### src/rtl/multicycle_ctrl.sv
// ---------------------------------------------------------------------------
// multicycle_ctrl
//   Control FSM for the 24-bit multicycle datapath. It steps each instruction
//   through FETCH, DECODE, EXEC, MEM and WB. It decodes the instruction
//   register, which is laid out as {op[23:20], rd[19:16], rs[15:12], imm[11:0]}.
//   It also runs the memory handshake. A wait counter bounds that handshake,
//   so a memory that never answers ends in a fault-halt rather than a hang.
//
// Parameters
//   MEM_TIMEOUT  cycles to wait for mem_ready in FETCH/MEM before fault-halt (1..255)
//   CNTW         width of the retired-instruction counter
//
// Ports
//   clk        rising-edge clock
//   reset      synchronous, active-high
//   instr      IR contents (valid from DECODE onward)
//   zero       ALU zero flag for the current cycle
//   mem_ready  memory completes the current read/write this cycle
//   ir_we      load IR from memory data
//   pc_we      PC write enable
//   pc_src     0=ALU(PC+1) 1=target reg 2=sext(imm)
//   iord       0=PC addresses memory, 1=ALUOut addresses memory
//   mem_rd     memory read strobe
//   mem_wr     memory write strobe
//   alu_src_a  0=PC 1=reg[rs]
//   alu_src_b  0=reg[rd] 1=sext(imm) 2=constant 1
//   alu_op     0=ADD 1=SUB
//   tgt_we     latch ALU result into the branch-target register
//   reg_we     register-file write to rd
//   wb_sel     0=ALUOut 1=memory data
//   halted     FSM is in HALT
//   fault      the halt was caused by an illegal opcode or a memory timeout
//   retired    count of completed instructions, wraps to 0
// ---------------------------------------------------------------------------
module multicycle_ctrl #(
  parameter int MEM_TIMEOUT = 255,
  parameter int CNTW        = 16
) (
  input  logic            clk,
  input  logic            reset,
  input  logic [23:0]     instr,
  input  logic            zero,
  input  logic            mem_ready,
  output logic            ir_we,
  output logic            pc_we,
  output logic [1:0]      pc_src,
  output logic            iord,
  output logic            mem_rd,
  output logic            mem_wr,
  output logic            alu_src_a,
  output logic [1:0]      alu_src_b,
  output logic            alu_op,
  output logic            tgt_we,
  output logic            reg_we,
  output logic            wb_sel,
  output logic            halted,
  output logic            fault,
  output logic [CNTW-1:0] retired
);

  typedef enum logic [2:0] {
    FETCH  = 3'd0,
    DECODE = 3'd1,
    EXEC   = 3'd2,
    MEM    = 3'd3,
    WB     = 3'd4,
    HALT   = 3'd7
  } state_t;

  localparam logic [3:0] OP_ADD  = 4'h0;
  localparam logic [3:0] OP_SUB  = 4'h1;
  localparam logic [3:0] OP_ADDI = 4'h2;
  localparam logic [3:0] OP_LD   = 4'h3;
  localparam logic [3:0] OP_ST   = 4'h4;
  localparam logic [3:0] OP_BEQ  = 4'h5;
  localparam logic [3:0] OP_JMP  = 4'h6;
  localparam logic [3:0] OP_HALT = 4'hF;

  localparam logic [7:0] WAIT_LIMIT = 8'(MEM_TIMEOUT);

  state_t          state;
  state_t          state_nx;
  logic [7:0]      wait_cnt;
  logic            fault_q;
  logic [CNTW-1:0] retired_q;

  logic [3:0]      op;
  logic            waiting;
  logic            retire;
  logic            set_fault;
  logic            timed_out;
  logic            unused_fields;

  assign op = instr[23:20];

  // The register fields and the immediate are routed by the datapath itself.
  // Only the opcode matters to the controller, so the remaining bits are
  // gathered here to mark them as intentionally unused.
  assign unused_fields = ^instr[19:0];

  // In FETCH or MEM, the memory has run out of time once the wait counter
  // reaches the limit and mem_ready is still low. A mem_ready that arrives
  // in that same cycle still completes the access normally.
  assign timed_out = !mem_ready && (wait_cnt >= WAIT_LIMIT);

  // Next-state and output decode. Every control output defaults to 0, so
  // each state only has to name the strobes it raises. A timeout cycle
  // raises nothing and only steers the FSM into HALT. When reset is high,
  // the final block clears every strobe, whatever state the FSM is in.
  always_comb begin
    state_nx  = state;
    waiting   = 1'b0;
    retire    = 1'b0;
    set_fault = 1'b0;
    ir_we     = 1'b0;
    pc_we     = 1'b0;
    pc_src    = 2'd0;
    iord      = 1'b0;
    mem_rd    = 1'b0;
    mem_wr    = 1'b0;
    alu_src_a = 1'b0;
    alu_src_b = 2'd0;
    alu_op    = 1'b0;
    tgt_we    = 1'b0;
    reg_we    = 1'b0;
    wb_sel    = 1'b0;

    case (state)
      FETCH: begin
        if (timed_out) begin
          state_nx  = HALT;
          set_fault = 1'b1;
        end else begin
          iord   = 1'b0;
          mem_rd = 1'b1;
          if (mem_ready) begin
            ir_we     = 1'b1;
            pc_we     = 1'b1;
            pc_src    = 2'd0;
            alu_src_a = 1'b0;
            alu_src_b = 2'd2;
            alu_op    = 1'b0;
            state_nx  = DECODE;
          end else begin
            waiting = 1'b1;
          end
        end
      end

      DECODE: begin
        alu_src_a = 1'b0;
        alu_src_b = 2'd1;
        alu_op    = 1'b0;
        tgt_we    = 1'b1;
        case (op)
          OP_ADD, OP_SUB, OP_ADDI, OP_LD, OP_ST, OP_BEQ, OP_JMP: state_nx = EXEC;
          OP_HALT: state_nx = HALT;
          default: begin
            state_nx  = HALT;
            set_fault = 1'b1;
          end
        endcase
      end

      EXEC: begin
        case (op)
          OP_ADD, OP_SUB: begin
            alu_src_a = 1'b1;
            alu_src_b = 2'd0;
            alu_op    = op[0];
            state_nx  = WB;
          end
          OP_ADDI: begin
            alu_src_a = 1'b1;
            alu_src_b = 2'd1;
            alu_op    = 1'b0;
            state_nx  = WB;
          end
          OP_LD, OP_ST: begin
            alu_src_a = 1'b1;
            alu_src_b = 2'd1;
            alu_op    = 1'b0;
            state_nx  = MEM;
          end
          OP_BEQ: begin
            alu_src_a = 1'b1;
            alu_src_b = 2'd0;
            alu_op    = 1'b1;
            pc_src    = 2'd1;
            pc_we     = zero;
            retire    = 1'b1;
            state_nx  = FETCH;
          end
          OP_JMP: begin
            pc_we    = 1'b1;
            pc_src   = 2'd2;
            retire   = 1'b1;
            state_nx = FETCH;
          end
          default: begin
            state_nx  = HALT;
            set_fault = 1'b1;
          end
        endcase
      end

      MEM: begin
        if (timed_out) begin
          state_nx  = HALT;
          set_fault = 1'b1;
        end else begin
          iord   = 1'b1;
          mem_rd = (op == OP_LD);
          mem_wr = (op == OP_ST);
          if (mem_ready) begin
            if (op == OP_LD) begin
              state_nx = WB;
            end else begin
              retire   = 1'b1;
              state_nx = FETCH;
            end
          end else begin
            waiting = 1'b1;
          end
        end
      end

      WB: begin
        reg_we   = 1'b1;
        wb_sel   = (op == OP_LD);
        retire   = 1'b1;
        state_nx = FETCH;
      end

      HALT: begin
        state_nx = HALT;
      end

      default: begin
        state_nx  = HALT;
        set_fault = 1'b1;
      end
    endcase

    if (reset) begin
      ir_we     = 1'b0;
      pc_we     = 1'b0;
      pc_src    = 2'd0;
      iord      = 1'b0;
      mem_rd    = 1'b0;
      mem_wr    = 1'b0;
      alu_src_a = 1'b0;
      alu_src_b = 2'd0;
      alu_op    = 1'b0;
      tgt_we    = 1'b0;
      reg_we    = 1'b0;
      wb_sel    = 1'b0;
    end
  end

  // State register. Reset sends the FSM back to FETCH, which abandons any
  // instruction that was in flight.
  always_ff @(posedge clk) begin
    if (reset) begin
      state <= FETCH;
    end else begin
      state <= state_nx;
    end
  end

  // The wait counter measures how long the FSM has been stalled in one
  // state. Any state change clears it, so every memory access gets its own
  // full timeout window.
  always_ff @(posedge clk) begin
    if (reset) begin
      wait_cnt <= 8'd0;
    end else if (state_nx != state) begin
      wait_cnt <= 8'd0;
    end else if (waiting) begin
      wait_cnt <= wait_cnt + 8'd1;
    end
  end

  // Status registers. The fault flag is sticky until reset. The retired
  // counter steps on the edge that leaves an instruction's final state and
  // wraps naturally at its width. A reset in the middle of an instruction
  // clears the counter and never credits the abandoned instruction.
  always_ff @(posedge clk) begin
    if (reset) begin
      fault_q   <= 1'b0;
      retired_q <= '0;
    end else begin
      if (set_fault) begin
        fault_q <= 1'b1;
      end
      if (retire) begin
        retired_q <= retired_q + CNTW'(1);
      end
    end
  end

  assign halted  = (state == HALT);
  assign fault   = fault_q;
  assign retired = retired_q;

endmodule

### config.mk
export PLATFORM = sky130hd
export DESIGN_NAME = multicycle_ctrl
export DESIGN_NICKNAME = d
export VERILOG_FILES = /design/src/rtl/multicycle_ctrl.sv
export SDC_FILE = /design/constraint.sdc
export NUM_CORES = 1
export LEC_CHECK = 0
export BUFFER_PORTS_ARGS = -buffer_cell sky130_fd_sc_hd__clkbuf_2
export CORE_MARGIN = 2
export CORE_UTILIZATION = 45
export DETAILED_ROUTE_END_ITERATION = 10
export PLACE_DENSITY_LB_ADDON = 0.1
export SLEW_MARGIN = 20
export SYNTH_ARGS = -nofsm -noshare
export SYNTH_HDL_FRONTEND = slang
export SYNTH_SLANG_ARGS = --single-unit
### constraint.sdc
create_clock -name clk -period 1.7 [get_ports clk]
set_input_delay 0.17 -clock clk [delete_from_list [all_inputs] [get_ports clk]]
set_output_delay 0.17 -clock clk [all_outputs]
set_load 0.1 [all_outputs]
=== After elaboration in Yosys (flattened, before gate mapping) ===
Index checks and enable logic that the tools add are counted.

* Mux-type cells: 56
* Magnitude comparators: 1
* Reduce and logical (&&, ||, !) cells: 15
* Multiply operators: 0
* Add/sub/neg operators: 2
* Bitwise gates (word level): 0
* Shift-type cells: 0
* Equality and inequality tests: 13
* Div/mod/pow operators: 0

{| class="wikitable"
|+ Operators by type and width
! operator !! number
|-
| two-way mux 1 bit || 35
|-
| two-way mux 3 bit || 6
|-
| adder 16 x 1 -> 16 bit, second input constant || 1
|-
| case mux 3 bit (5 select lines) || 1
|-
| == test 4 x 3 -> 1 bit, second input constant || 3
|-
| OR reduction 2 bit || 6
|-
| two-way mux 2 bit || 5
|-
| case mux 3 bit (3 select lines) || 1
|-
| adder 8 x 1 -> 8 bit, second input constant || 1
|-
| == test 4 x 2 -> 1 bit, second input constant || 2
|-
| greater-or-equal comparator 8 bit, second input constant || 1
|-
| case mux 1 bit (2 select lines) || 4
|-
| OR reduction 8 bit || 1
|-
| OR reduction 7 bit || 1
|-
| == test 3 x 2 -> 1 bit, second input constant || 2
|-
| == test 3 bit, second input constant || 2
|-
| case mux 2 bit (3 select lines) || 1
|-
| OR reduction 3 bit || 2
|-
| OR reduction 6 bit || 1
|-
| == test 4 x 1 -> 1 bit, second input constant || 1
|-
| == test 4 bit, second input constant || 1
|-
| zero test 4 bit || 1
|-
| case mux 1 bit (4 select lines) || 1
|-
| case mux 2 bit (2 select lines) || 1
|-
| 6 further kinds || 6
|}

* Word-level logic and storage cells: 91
* Latch bits: 0
* Bits in read-only memories: 0
* Input port bits: 28
* Output and inout port bits: 32
* RAM bits: 0
* Memories: 0
* Bits in registers: 28

=== Depth between registers and ports, before layout ===
* Word-level depth: 7
* Mapped depth: 8
* Mapped depth without buffers: 6

=== Worst setup path after synthesis ===
OpenSTA, ideal clock, no wires.

* Kind: reg2out
* From: reg state[1]
* To: out pc_src[0]
* Cell stages (with the launch flop): 7
* Path slack: -2.570 ns
* Arrival time: 4.100 ns
* Path through: dfxtp_1 > buf_2 > inv_1 > nor2_1 > nand4_1 > nor3b_1 > and2_1

* Longest elaborated chain between the ends: 3

{| class="wikitable"
|+ RTL lines
! what !! RTL line !! source
|-
| start: declaration || 81 || <nowiki>state_t state;</nowiki>
|-
| start signal: assignment || 267 || <nowiki>state <= state_nx;</nowiki>
|-
| == test 3 x 2 -> 1 bit || 128 || <nowiki>case (state)</nowiki>
|-
| two-way mux 2 bit || n/a ||
|-
| two-way mux 2 bit || 245 || <nowiki>if (reset) begin</nowiki>
|-
| end: declaration || 46 || <nowiki>output logic [1:0] pc_src,</nowiki>
|}

Every way passes these cells.

=== Worst setup path in the final report ===
* From: reg state[1]
* To: out pc_we

* Longest elaborated chain between the ends: 3

{| class="wikitable"
|+ RTL lines
! what !! RTL line !! source
|-
| == test 3 x 2 -> 1 bit or zero test 3 bit (tied branches) || 128 ||
|-
| case mux 1 bit (2 select lines) * || 128 ||
|-
| two-way mux 1 bit * || 245 ||
|-
| end: declaration || 45 || <nowiki>output logic pc_we,</nowiki>
|}

Mark *: on every way between the ends. The rest lies on a longest branch, timed or not.

==> run_results.csv <==
group,metric,value,unit
detailed_routing,drt-initial-drc-count,114,
sta,final.setup_skew,0.00434,ns
clock_tree,cts_htree_levels,1,
synth,synth_nets,262,
detailed_routing,post_drt_via_cell_ratio,5.91,
synth,synthesis.area_per_instance,7.75,sq um
layout,layout_commonest_cell,"sky130_fd_sc_hd__buf_4",
critical_path,cp_num_buf_inv,3,
min_path,worst_hold_path.num_cells,2,
detailed_routing,postRouteAntennaNets,0,
sta,fin_ws,-0.148,ns
pwr,power.share.clock,0.178,
synth,total_of_flip_flops_plus_latches_after_synthesis,28,
critical_path,timing.critical_path.from_type,"register",
synth,synthFlopType,"sky130_fd_sc_hd__dfxtp_1",
detailed_routing,detail_route.wirelength,5870,microns
place,gp_congestion,0.861,
critical_path,cell_breakdown_of_the_critical_path,"buf_6 -> nand4bb_4 -> buf_4 -> a21oi_2 -> a21oi_2 -> nor3_4 -> buf_12",
critical_path,critPathTopFamily,"buffers and inverters",
layout,final.fill_count,204,
global_route,grt_pass1_vias,1943,
sta,drv_slew,0,
layout,nNetsFinal,344,
detailed_routing,wl_per_cell,16.3,microns
pwr,cellLeakagePower,0.00118,uW
clock_tree,cts.sink_count,28,
place,io_buffer_count,39,
min_path,holdCritPathClass,"input port to register",
clock_tree,ctsRootBufferMaster,"sky130_fd_sc_hd__clkbuf_8",
clock_tree,cts-hold-fix-buffers,0,
pwr,power.total,2670,uW
global_route,global_route.overflow_total,0,
clock_tree,clock_path_buffers,2,
layout,layout-area-overhead-vs-synth,76.3,%
synth,async_flop_share,0,
place,dp_worst_setup_slack,-0.0355,ns
detailed_routing,remaining_drc_errors,0,
layout,seq_area,621,sq um
synth,synth_top_cells_by_area,"sky130_fd_sc_hd__dfxtp_1 31%, sky130_fd_sc_hd__a21oi_1 6.7%, sky130_fd_sc_hd__nor2_1 5.6%",
sta,timing.final.crit_period,1.85,ns
sta,grt_setup_unrepaired,"true",
synth,synth.yosys.warnings,0,
synth,syn-cell-area,1800,sq um
synth,post_synth_inst_count,232,
critical_path,slowest_stage_delay_on_critical_path,0.41,ns
global_route,first_pass_grt_wire_length,8510,microns
sta,max_clock_freq,541,MHz
die,initial_utilization,0.480,
run,cap_violations,0,
pwr,combinational_group_share_of_total_power,0.545,
place,final_hpwl_from_detailed_placement,3570,microns
sta,hold_viol_final,0,
clock_tree,number_of_buffers_created_by_cts,3,
pwr,pwr-share-seq,0.277,
pwr,p_sw,1100,uW
status,violations,"negative setup slack",
critical_path,setup_crit_end_kind,"output pin",
global_route,tot_gr_track_use,0.236,
critical_path,reg2reg_from,"state[1]",
critical_path,cp.required,1.53,ns
clock_tree,tritoncts,"built",
clock_tree,clk_pin_slew,0.10,ns
critical_path,worst-endpoint-arrival,1.68,ns
detailed_routing,detailedRoute.firstPassIterationCount,5,
sta,report.final.setup_viol,24,
synth,netlist-cell-type-count,52,
pwr,power.density,841,nW/um^2
min_path,hold-path-endpoint,"fault",
sta,relSlewSlack,0.640,
detailed_routing,route.vias.total,2132,
critical_path,worstPathMaxFanout,5,
layout,insertedDiodeCount,0,
critical_path,r2r_end,"wait_cnt[1]",
global_route,grt_start_max_net_pins,17,
min_path,worstHoldStart,"reset",
die,floorplan.core_area,3740,sq um
die,die_h,67.2,microns
layout,utilization_of_the_core_after_routing,0.847,
sta,fin_crit_sh,1.09,
synth,netlist.top_cell.by_area,"sky130_fd_sc_hd__dfxtp_1",
pwr,ir_worst_vdd,0.566,mV
die,die_area,4520,sq um
status,outcome,"finished, violations left",
die,die_w,67.2,microns
pwr,sw_frac_of_total,0.411,
critical_path,reg_to_reg_setup_timing_slack,-0.09,ns
layout,layout.cells.most_common_list,"42 x sky130_fd_sc_hd__buf_4, 24 x sky130_fd_sc_hd__clkbuf_2, 16 x sky130_fd_sc_hd__buf_12",
synth,synth-edff-count,0,
global_route,grt_antenna_before_repair,0,
synth,ys_seq_area_frac,0.312,
clock_tree,clock_latency_of_the_later_clocked_register_in_the_worst_skew_pair,0.28,ns
critical_path,crit_start,"state[1]",
critical_path,critPathSlowestCell,"sky130_fd_sc_hd__dfxtp_4",
critical_path,ff2ff_path_depth,9,
critical_path,most_frequent_cell_on_the_critical_path,"sky130_fd_sc_hd__a21oi_2",
layout,share_of_post_route_cells_with_drive_strength_above_1,0.591,
die,io-pin-count,60,
synth,yosysTopAreaCellShare,0.312,
pwr,internal-power,1570,uW
layout,multiInputGateArea,1470,sq um
sta,worstMarginPinSlew,0.543,ns
critical_path,path_class,"register to output pin",
die,core.rowCount,22,
sta,hold-worst-slack,0.191,ns
## per-stage QoR
step / instances / area (sq um) / TNS (ns)
finish: 361 / 3170 / -1.84
global route: 361 / 3170 / -3.83
CTS: 354 / 2890 / -1.72
detailed placement: 340 / 2680 / -0.0711
global placement: 340 / 2680 / -0.0126
floorplan: 232 / 2030 / -2.03
## worst max path at each step
stage / endpoint / depth (start not counted)
2_1_floorplan: pc_src[0] / 6
3_3_place_gp: retired[5] / 6
3_5_place_dp: retired[14] / 6
4_1_cts: pc_src[0] / 7
5_1_grt: pc_we / 7
6_report: pc_we / 7
## worst reg2reg max path, delay by kind of cell (launching register included)
family	cells	cell delay [ns]
flip-flops	1	0.39
AND/OR/NAND/NOR	3	0.46
XOR/XNOR	1	0.13
buffers and inverters	4	0.58
AO/OA/AOI/OAI	1	0.19
## layer usage
| metal | wire (microns) | GRT usage | vias to the layer above |
|---|---|---|---|
| met5 | 0 | 0 | - |
| met4 | 163 | 0.0842 | 0 |
| met3 | 284 | 0.0350 | 17 |
| met2 | 3040 | 0.410 | 86 |
| met1 | 2390 | 0.297 | 1017 |
| li1 | - | - | 1012 |
## area by class of cell
cell class                 count  share of cell area
clock buffer                   4              0.0209
multi-input combinational    179               0.465
timing repair buffer          93               0.287
tap                           48              0.0189
sequential                    28               0.196
inverter                       9              0.0122
## registers in the layout, summed over array words and instances (netlist names)
signal / cells
retired: 16
state: 3
fault: 1
wait_cnt: 8
## cells in the mapped netlist (all sizes together) (5+ instances only)
| master | n |
|---|---|
| a21oi | 24 |
| buf | 9 |
| clkbuf | 7 |
| dfxtp | 28 |
| inv | 9 |
| nand2 | 11 |
| nand3 | 7 |
| nand4 | 9 |
| nor2 | 28 |
| nor3 | 7 |
| o21ai | 12 |
| o31ai | 7 |
| or2 | 5 |
| or3 | 10 |
| or4 | 6 |
| xnor2 | 8 |
## power by group through the flow
stage	registers, uW	clock network [uW]	logic, uW
after global routing	744	511	1530
after detailed placement	748	0	1110
final	740	474	1450
after global placement	747	0	1090
after CTS	730	485	1230
after floorplan	809	0	691
## logic make-up (layout without fill, tap and decap cells)
| family | Yosys count | in the layout | synth area share |
|---|---|---|---|
| and+or+nand+nor | 105 | 105 | 0.340 |
| AOI/OAI and AO/OA | 60 | 60 | 0.209 |
| DFF | 28 | 28 | 0.312 |
| buffers and inverters | 25 | 106 | 0.0661 |
| xor gates and xnor gates | 10 | 10 | 0.0487 |
| adders and majority gates | 2 | 2 | 0.0139 |
| muxes | 2 | 2 | 0.0111 |
## timing repair
item	4_1_cts	5_1_grt
gates cloned	1	2
setup buffers	9	7
pin swaps	14	29
gates resized for setup	10	51
endpoints found under the setup margin	18	36
(Power assumes the default switching activity.)
